### src/rtl/uart_rx_deserialiser.sv
`default_nettype none
// ============================================================================
// Module   : uart_rx_deserialiser
// Purpose  : Oversampled UART receiver: start/data/stop framing, LSB first.
//            Optional even-parity checking when UART_RX_PARITY_EN is defined.
// Revision : 1.0 - initial release
// ============================================================================
module uart_rx_deserialiser #(
    parameter int DATAWIDTH  = 8,
    parameter int OVERSAMPLE = 16
) (
    input  logic                 clk,
    input  logic                 rst_n,
    input  logic                 rx_in,
    input  logic                 baud_tick,
    output logic [DATAWIDTH-1:0] data_out,
    output logic                 data_valid,
    output logic                 frame_err,
    output logic                 busy
`ifdef UART_RX_PARITY_EN
    ,
    output logic                 parity_err
`endif
);

    localparam int c_cnt_w = $clog2(OVERSAMPLE);
    localparam int c_bit_w = $clog2(DATAWIDTH);

    localparam logic [c_cnt_w-1:0] c_tick_zero = '0;
    localparam logic [c_cnt_w-1:0] c_tick_one  = c_cnt_w'(1);
    localparam logic [c_cnt_w-1:0] c_tick_half = c_cnt_w'(OVERSAMPLE / 2 - 1);
    localparam logic [c_cnt_w-1:0] c_tick_full = c_cnt_w'(OVERSAMPLE - 1);
    localparam logic [c_bit_w-1:0] c_bit_zero  = '0;
    localparam logic [c_bit_w-1:0] c_bit_one   = c_bit_w'(1);
    localparam logic [c_bit_w-1:0] c_bit_last  = c_bit_w'(DATAWIDTH - 1);

    typedef enum logic [2:0] {
        S_IDLE      = 3'd0,
        S_START     = 3'd1,
        S_DATA      = 3'd2,
        S_STOP      = 3'd3,
        S_WAIT_IDLE = 3'd4
`ifdef UART_RX_PARITY_EN
        ,
        S_PARITY    = 3'd5
`endif
    } state_t;

    state_t                r_state;
    logic [1:0]            r_sync;
    logic [c_cnt_w-1:0]    r_tick_cnt;
    logic [c_bit_w-1:0]    r_bit_cnt;
    logic [DATAWIDTH-1:0]  r_shift;
    logic                  w_line;
`ifdef UART_RX_PARITY_EN
    logic                  r_par_bit;
`endif

    assign w_line = r_sync[1];
    assign busy   = (r_state != S_IDLE);

    always_ff @(posedge clk or negedge rst_n) begin
        if (!rst_n) begin
            r_sync <= 2'b11;
        end else begin
            r_sync <= {r_sync[0], rx_in};
        end
    end

    always_ff @(posedge clk or negedge rst_n) begin
        if (!rst_n) begin
            r_state    <= S_IDLE;
            r_tick_cnt <= c_tick_zero;
            r_bit_cnt  <= c_bit_zero;
            r_shift    <= '0;
            data_out   <= '0;
            data_valid <= 1'b0;
            frame_err  <= 1'b0;
`ifdef UART_RX_PARITY_EN
            r_par_bit  <= 1'b0;
            parity_err <= 1'b0;
`endif
        end else begin
            data_valid <= 1'b0;
            frame_err  <= 1'b0;
`ifdef UART_RX_PARITY_EN
            parity_err <= 1'b0;
`endif
            if (baud_tick) begin
                case (r_state)
                    S_IDLE: begin
                        r_tick_cnt <= c_tick_zero;
                        if (!w_line) begin
                            r_state <= S_START;
                        end
                    end
                    S_START: begin
                        // Half a bit after the edge we are at the start-bit centre.
                        if (r_tick_cnt == c_tick_half) begin
                            r_tick_cnt <= c_tick_zero;
                            r_bit_cnt  <= c_bit_zero;
                            r_state    <= w_line ? S_IDLE : S_DATA;
                        end else begin
                            r_tick_cnt <= r_tick_cnt + c_tick_one;
                        end
                    end
                    S_DATA: begin
                        if (r_tick_cnt == c_tick_full) begin
                            r_tick_cnt <= c_tick_zero;
                            r_shift    <= {w_line, r_shift[DATAWIDTH-1:1]};
                            if (r_bit_cnt == c_bit_last) begin
                                r_bit_cnt <= c_bit_zero;
`ifdef UART_RX_PARITY_EN
                                r_state   <= S_PARITY;
`else
                                r_state   <= S_STOP;
`endif
                            end else begin
                                r_bit_cnt <= r_bit_cnt + c_bit_one;
                            end
                        end else begin
                            r_tick_cnt <= r_tick_cnt + c_tick_one;
                        end
                    end
`ifdef UART_RX_PARITY_EN
                    S_PARITY: begin
                        if (r_tick_cnt == c_tick_full) begin
                            r_tick_cnt <= c_tick_zero;
                            r_par_bit  <= w_line;
                            r_state    <= S_STOP;
                        end else begin
                            r_tick_cnt <= r_tick_cnt + c_tick_one;
                        end
                    end
`endif
                    S_STOP: begin
                        if (r_tick_cnt == c_tick_full) begin
                            r_tick_cnt <= c_tick_zero;
                            if (w_line) begin
                                r_state <= S_IDLE;
`ifdef UART_RX_PARITY_EN
                                if ((^r_shift) ^ r_par_bit) begin
                                    parity_err <= 1'b1;
                                end else begin
                                    data_out   <= r_shift;
                                    data_valid <= 1'b1;
                                end
`else
                                data_out   <= r_shift;
                                data_valid <= 1'b1;
`endif
                            end else begin
                                frame_err <= 1'b1;
                                r_state   <= S_WAIT_IDLE;
                            end
                        end else begin
                            r_tick_cnt <= r_tick_cnt + c_tick_one;
                        end
                    end
                    S_WAIT_IDLE: begin
                        // A held-low break must not be mistaken for a new start bit.
                        r_tick_cnt <= c_tick_zero;
                        if (w_line) begin
                            r_state <= S_IDLE;
                        end
                    end
                    default: begin
                        r_tick_cnt <= c_tick_zero;
                        r_state    <= S_IDLE;
                    end
                endcase
            end
        end
    end

endmodule
`default_nettype wire

### config.mk
export PLATFORM = sky130hd
export DESIGN_NAME = uart_rx_deserialiser
export DESIGN_NICKNAME = d
export VERILOG_FILES = /design/src/rtl/uart_rx_deserialiser.sv
export SDC_FILE = /design/constraint.sdc
export NUM_CORES = 1
export LEC_CHECK = 0
export ABC_CLOCK_PERIOD_IN_PS = 2200
export BUFFER_PORTS_ARGS = -buffer_cell sky130_fd_sc_hd__buf_2
export CORE_MARGIN = 4
export CORE_UTILIZATION = 38
export DETAILED_ROUTE_END_ITERATION = 6
export MAX_ROUTING_LAYER = met4
export PLACE_DENSITY = 0.6
export SYNTH_ARGS = -nofsm -noshare
export SYNTH_HDL_FRONTEND = slang
export SYNTH_SLANG_ARGS = --single-unit
### constraint.sdc
create_clock -name clk -period 2.2 [get_ports clk]
set_input_delay 0.22 -clock clk [delete_from_list [all_inputs] [get_ports clk]]
set_output_delay 0.22 -clock clk [all_outputs]
set_load 0.1 [all_outputs]
* After elaboration in Yosys (flattened, before gate mapping)
Cells that the tools add are included.
Storage, ports and cells: register bits after elaboration 30, latch bits 0, bits in writable memories 0, bits in read-only memories 0, input bits 4, output and inout port bits 11, word-level logic and storage cells 55, memories kept 0
Operators by class: $add $sub $neg 2, multipliers 0, divide/modulo/power cells 0, magnitude comparators 0, eq/ne operators 13, shifts and indexed selects 0, muxes and demuxes 24, bitwise gates (word level) 0, reduce and logical (&&, ||, !) cells 8
Operators by type and width (count):
- 3-bit two-way mux | 10
- 3-bit one-hot mux with 5 select lines | 1
- 2-bit inequality test (second input constant) | 6
- 1-bit two-way mux | 8
- 4-bit two-way mux | 2
- 4-bit one-hot mux with 2 select lines | 1
- 4-bit AND reduction | 2
- 7-bit AND reduction | 1
- 3-bit by 2-bit equality test with 1-bit output (second input constant) | 2
- 3-bit equality test (second input constant) | 2
- 3-bit one-hot mux with 2 select lines | 1
- 4-bit by 1-bit adder with 4-bit output (second input constant) | 1
- 4-bit by 3-bit equality test with 1-bit output (second input constant) | 1
- 4-bit equality test (second input constant) | 1
- 3-bit by 1-bit adder with 3-bit output (second input constant) | 1
- 3-bit by 1-bit equality test with 1-bit output (second input constant) | 1
- 3-bit logical NOT | 1
- 3-bit AND reduction | 1
- 3-bit nonzero test | 1
- 2-bit two-way mux | 1
- 2-bit nonzero test | 1
- 2-bit OR reduction | 1

* Longest topological paths before layout
Gate-level depths: netlist (run 1).
depth after elaboration 4, mapped depth 6, depth with buffers taken out 6

* Worst setup path after synthesis (run 1)
OpenSTA, ideal clock, no wires.
kind register to register, start point register r_bit_cnt[0], end point register r_state[1], library setup time 0.131 ns, arrival 1.614 ns, data required time 2.069 ns, path slack 0.456 ns, cell stages (with the launch flop) 7, path buffers 0, period minus slack after synthesis 1.744 ns, cells stage by stage dfrtp_1 > ha_1 > ha_1 > or4b_1 > o311ai_0 > or3_1 > o31ai_2
On the way: word-level cells in the longest chain between the ends 3
RTL lines:
- start, declared | line 52 | logic [c_bit_w-1:0] r_bit_cnt;
- start signal, assigned | line 74 | r_bit_cnt <= c_bit_zero;
- start signal, assigned | line 101 | r_bit_cnt <= c_bit_zero;
- start signal, assigned | line 112 | r_bit_cnt <= c_bit_zero;
- 3-bit equality test | line 111 | if (r_bit_cnt == c_bit_last) begin
- 2-bit inequality test (no line)
- 7-bit AND reduction (no line)
- end signal, assigned | line 102 | r_state <= w_line ? S_IDLE : S_DATA;
- end, declared | line 49 | state_t r_state;
Every way passes these cells. A chain may end at the register's enable or synchronous reset.

* Final worst setup path (run 1)
Ends and elaborated chain as after synthesis.

==> flow_summary.json, run 1 <==
{
  "seq_area_frac_synth_pct": 54.4,
  "clock_skew_ns": 0.00577,
  "max_slew_margin_pct": 57.0,
  "die_width_microns": 68.3,
  "dr_total_vias": 858,
  "cts_htree_levels": 2,
  "final_max_slew_viol_count": 0,
  "clock_sinks": 30,
  "synth_area_leader_cell": "dfrtp_1",
  "viasPerCell": 4.96,
  "dieArea_sq_mm": 0.00467,
  "clkLatencyLatePin_ns": 0.32,
  "core-area_sq_mm": 0.00342,
  "synth-seq-cells": 30,
  "first_pass_iters": 4,
  "crit_type": "flip-flop to flip-flop",
  "synth_edf_count": 0,
  "clock_path_buffers": 2,
  "numCtsBuffers": 5,
  "synth_top_area_share_pct": 50.6,
  "final_nets": 133,
  "final_cell_mix": "dfrtp_1 (28), mux2_2 (14), buf_2 (14)",
  "yosysWarningCount": 0,
  "fin_cells": 173,
  "fin_crit_ns": 1.87,
  "synthTopCellsByArea": "dfrtp_1 (51%), mux2_2 (11%), dfstp_2 (3.8%), o21ai_0 (3.3%), nor2_8 (2.9%)",
  "grt_pass1_wl_microns": 4060,
  "ys_types": 36,
  "port_buffers": 14,
  "ys_async_sr_fraction_pct": 100,
  "fmax_mhz": 535,
  "gp_congestion": 0.691,
  "drc": 0,
  "post_cts_buffers": 0,
  "synthesis.area_sq_mm": 0.00138,
  "rsz0062_at_grt": "no",
  "crit_arrival_ns": 2.06,
  "io_pins": 15,
  "ant_nets": 0,
  "wl_per_cell_microns": 13.0,
  "final-seq-area_sq_um": 753,
  "min_period_over_period_pct": 84.9,
  "worst_setup_path_end_kind": "flip-flop",
  "hold_class": "input port to flip-flop",
  "synth_area_per_cell_sq_um": 13.1,
  "drive_above_1_share_pct": 36.2,
  "n_antenna_cell": 0,
  "path_max_fanout": 4,
  "num_rows": 21,
  "status": "finished, final reports clean",
  "wl_microns": 2250,
  "cp-start-kind": "flip-flop",
  "leakage_nw": 0.824,
  "setup_violations": 0,
  "final.fill_count": 322,
  "dp.cells": 163,
  "overflow": 0,
  "syn_to_final_growth_pct": 15.1,
  "synth.net_count": 113,
  "grt_use_total_pct": 12.4,
  "grt_max_degree": 31,
  "drv_cap": 0,
  "synthCells": 106,
  "cts_tree": "built",
  "hold_slack_ns": 0.234,
  "grt_pass1_vias": 886,
  "start_util_pct": 40.5,
  "cts-root-buf": "clkbuf_4",
  "antenna_found_initial": 0,
  "required_ns": 2.39,
  "die_height_microns": 68.3,
  "utilization_pct": 46.6,
  "ys.flop_type": "dfrtp_1",
  "dp_hpwl_microns": 1570,
  "cts.reportedPaths.clkPinSlew_ns": 0.09,
  "tightest_slew_ns": 0.644,
  "mostFrequentLayoutCell": "dfrtp_1",
  "p_per_area_mw_per_mm2": 1010,
  "multi_input_area_sq_um": 577,
  "hold_viol": 0,
  "ir_drop_uv": 396,
  "tns_ns": 0,
  "dr.first_iter.drc_count": 44
}
power by group:
part	switching, W	total [W]	internal (W)
Combinational	0.000266	0.000429	0.000163
Clock	0.000181	0.000452	0.000271
Sequential	0.000107	0.000734	0.000627
Total	0.000554	0.00162	0.00106
path summary, 6_finish.rpt:
path	cells after the start	slack [ns]	endpoint	startpoint
max	6	0.33	r_state[1]	r_bit_cnt[0]
min	3	0.23	r_tick_cnt[0]	baud_tick
max reg2reg	6	0.33	r_state[1]	r_bit_cnt[0]
min reg2reg	0	0.36	r_sync[1]	r_sync[0]
max in group asynchronous	2	1.33	r_state[1]	rst_n
min in group asynchronous	2	0.46	r_shift[5]	rst_n
flip-flops by register name, summed over array words and instances, names as in the netlist:
register    flops
data_out        8
r_shift         8
r_tick_cnt      4
r_bit_cnt       3
r_state         3
r_sync          2
data_valid      1
frame_err       1
area by class of cell:
| cell class | count | share of cell area (%) |
|---|---|---|
| repair buffers | 17 | 6.13 |
| multi-input cells | 66 | 36.2 |
| flip-flops and latches | 30 | 47.3 |
| clock buffers | 7 | 3.46 |
| well taps | 46 | 3.61 |
| inverters | 6 | 1.41 |
| clock inverters | 1 | 1.89 |
per-stage QoR:
stage	area, sq um	setup slack (ns)	total power [W]
finish	1590	0.332	0.00162
global route	1590	0.225	0.00174
CTS	1590	0.327	0.00164
detailed placement	1490	0.349	0.00118
global placement	1490	0.398	0.00115
floorplan	1380	0.456	0.00108
cells by family after synthesis:
| family | Yosys count | synth area share, % |
|---|---|---|
| XOR/XNOR | 1 | 0.633 |
| flip-flops | 30 | 54.4 |
| AND/OR/NAND/NOR | 28 | 15.9 |
| buffers and inverters | 10 | 3.89 |
| AO/OA/AOI/OAI | 16 | 7.87 |
| multiplexers | 18 | 14.6 |
| adder cells (fa/ha/maj) | 3 | 2.71 |
cell usage after synthesis, types with 2 or more instances:
cell type  instances
buf_4              2
dfrtp_1           28
dfstp_2            2
ha_1               3
inv_1              6
mux2_1             3
mux2_2            14
nand2_1            3
nand3_1            2
nand3b_1           2
nand4_1            2
nor2_1             5
nor2_8             2
o21ai_0            9
or3_1              2
layer usage:
layer	routed length [microns]	track usage (%)
met1	1050	14.5
met5	0	-
met4	31	4.47
met2	1060	19.1
met3	105	4.93
worst max-delay path, stage by stage (launching register included):
cell,delay [ns]
dfrtp_1,0.40
ha_1,0.20
ha_1,0.17
or4b_1,0.49
o311ai_0,0.20
or3_1,0.23
o31ai_2,0.06
timing repair:
item / in CTS / in global routing
setup endpoints to repair: 0 / 0
hold buffers: 2 / 0
endpoints found under the hold margin: 29 / 0
gates resized for setup: 0 / 0
Note: power is estimated with default switching activity, not from simulation.
==> run 2, diff against run 1 <==
Settings changed: ABC_CLOCK_PERIOD_IN_PS 2200 to 1680, PLACE_DENSITY 0.6 to 0.62.
Clock period 2.2 ns to 1.68 ns, I/O delays scaled along.
==> run 2 against run 1 <==
Compared with the run above:
- die area stayed put
- worst hold slack lost 0.017 ns
- clock skew increased by 0.0033 ns
- first-iteration DRC count fell by 48%
- wire length up 22%
- highest routed layer unchanged
- sequential power rose by 29%
- clock-buffer cell count down 2
- largest power group unchanged
- combinational power increased by 100%
- largest cell class unchanged
- clock power increased by 23%
- power grew 46%
- the flow now finishes with violations (setup timing)
- non-clock buffer count is 14 higher
==> flow_summary.json, run 2 (synthesis results as in run 1) <==
{
  "die_height_microns": 68.3,
  "leakage_nw": 0.909,
  "wl_per_cell_microns": 14.6,
  "numCtsBuffers": 5,
  "place_area_sq_mm": 0.00159,
  "cts_htree_levels": 2,
  "clock_path_buffers": 2,
  "path_buf_inv": 0,
  "utilization_pct": 52.8,
  "p_per_area_mw_per_mm2": 1310,
  "num_rows": 21,
  "setup.worst_path.start": "r_bit_cnt[0]",
  "design_area_sq_mm": 0.00180,
  "crit_arrival_ns": 1.92,
  "crit_type": "flip-flop to flip-flop",
  "place_ws_ns": -0.0606,
  "clkLatencyLatePin_ns": 0.33,
  "min_delay_path_depth": 3,
  "grt_max_degree": 31,
  "grt_use_total_pct": 13.1,
  "drv_cap": 0,
  "dieArea_sq_mm": 0.00467,
  "core-area_sq_mm": 0.00342,
  "die_width_microns": 68.3,
  "max_slew_margin_pct": 55.9,
  "fin_ws_ns": -0.0268,
  "fmax_mhz": 586,
  "grtUsageMet1_pct": 16.2,
  "io_pins": 15,
  "wl_microns": 2750,
  "cts.reportedPaths.clkPinSlew_ns": 0.09,
  "dp_hpwl_microns": 1780,
  "grt_pass1_vias": 914,
  "mostFrequentLayoutCell": "dfrtp_1",
  "critical_path_cell_count": 6,
  "min_period_over_period_pct": 102,
  "final_max_slew_viol_count": 0,
  "gp_congestion": 0.725,
  "hold_viol": 0,
  "first_pass_iters": 4,
  "path_max_fanout": 4,
  "final_nets": 148,
  "cts-root-buf": "clkbuf_4",
  "hp-start": "baud_tick",
  "cp-start-kind": "flip-flop",
  "cp_top_family": "simple AND/OR/NAND/NOR gates",
  "cts_tree": "built",
  "cpMostUsedCell": "ha_4",
  "path_cells": "ha_4 > ha_4 > or4b_4 > o311ai_4 > or3_4 > o21ai_1",
  "dr_total_vias": 919,
  "status": "complete, but fails checks",
  "clock_skew_ns": 0.00904,
  "r2r-start": "r_bit_cnt[0]",
  "violations": "setup timing",
  "tns_ns": -0.143,
  "viasPerCell": 4.89,
  "syn_to_final_growth_pct": 30.4,
  "met3_usage_pct": 3.45,
  "grt_pass1_wl_microns": 4350,
  "critical_path.max_stage_delay_ns": 0.50,
  "clock_sinks": 30,
  "setup_violations": 7,
  "antenna_found_initial": 0,
  "final_cell_mix": "dfrtp_1 (27), buf_4 (15), buf_2 (13)",
  "final.fill_count": 307,
  "required_ns": 1.89,
  "hold_slack_ns": 0.217,
  "fin_crit_ns": 1.71,
  "tightest_slew_ns": 0.662,
  "drc": 0,
  "dr.first_iter.drc_count": 23,
  "ant_nets": 0,
  "ir_drop_uv": 594,
  "rsz0062_at_grt": "yes",
  "drive_above_1_share_pct": 50.0,
  "hold_class": "input port to flip-flop",
  "rr_worst_depth": 6,
  "n_antenna_cell": 0,
  "largestRegisters": "data_out: 8 flops, r_shift: 8 flops, r_tick_cnt: 4 flops",
  "port_buffers": 14,
  "busiest_layer": "met2",
  "use_met2_pct": 20.0,
  "critPathSlowestCell": "or4b_4",
  "overflow": 0,
  "worst_setup_path_end_kind": "flip-flop",
  "start_util_pct": 40.5
}
[run 2: cell count changes in the layout (fill, tap and decap cells not counted), moves of 2 or more]
cell | before | now
clkinv_2 | 0 | 2
ha_1 | 3 | 0
mux2_2 | 14 | 5
mux2_1 | 3 | 1
mux2_4 | 0 | 11
buf_4 | 1 | 15
ha_4 | 0 | 2
[run 2: final cells by class]
| class | count | area [sq um] | area share (%) |
|---|---|---|---|
| Sequential cell | 30 | 754 | 41.8 |
| Multi-Input combinational cell | 67 | 683 | 37.9 |
| Timing Repair Buffer | 31 | 209 | 11.6 |
| Inverter | 6 | 22.5 | 1.25 |
| Clock inverter | 3 | 40.0 | 2.22 |
| Tap cell | 46 | 57.6 | 3.19 |
| Clock buffer | 5 | 37.5 | 2.08 |
[run 2: per-stage QoR]
step / total power (W) / instances
after floorplan: 0.00147 / 106
after global placement: 0.00167 / 174
after detailed placement: 0.00172 / 174
after CTS: 0.00231 / 184
after global routing: 0.00250 / 188
final: 0.00236 / 188
[run 2: report_power, final]
group / total (W) / internal, W / switching, W
clock network: 0.000556 / 0.000308 / 0.000248
registers: 0.000948 / 0.000822 / 0.000126
logic: 0.000859 / 0.000391 / 0.000468
[run 2: worst paths after layout]
path | endpoint | slack, ns
worst max-delay path | r_state[0] | -0.03
worst min-delay path | r_tick_cnt[0] | 0.22
worst max register to register | r_state[0] | -0.03
worst min register to register | r_sync[1] | 0.36
max in group asynchronous | r_state[2] | 0.81
min in group asynchronous | r_shift[2] | 0.39
[run 2: routing by layer]
| layer | vias up | wire length [microns] |
|---|---|---|
| met4 | 0 | 51 |
| met1 | 439 | 1240 |
| met5 | - | 0 |
| met3 | 7 | 94 |
| li1 | 456 | - |
| met2 | 17 | 1370 |
[run 2: repair_timing]
action | in CTS | in global routing
endpoints found under the setup margin | 6 | 22
gates cloned | 0 | 1
hold buffers | 2 | 0
setup buffers | 0 | 3
endpoints found under the hold margin | 29 | 0
resized for setup | 5 | 16
pin swaps | 2 | 6
[run 2: worst reg2reg max path, stage by stage, from the launching register on]
cell and delay (ns):
dfrtp_1 0.42, ha_4 0.18, ha_4 0.15, or4b_4 0.50, o311ai_4 0.10, or3_4 0.20
o21ai_1 0.05
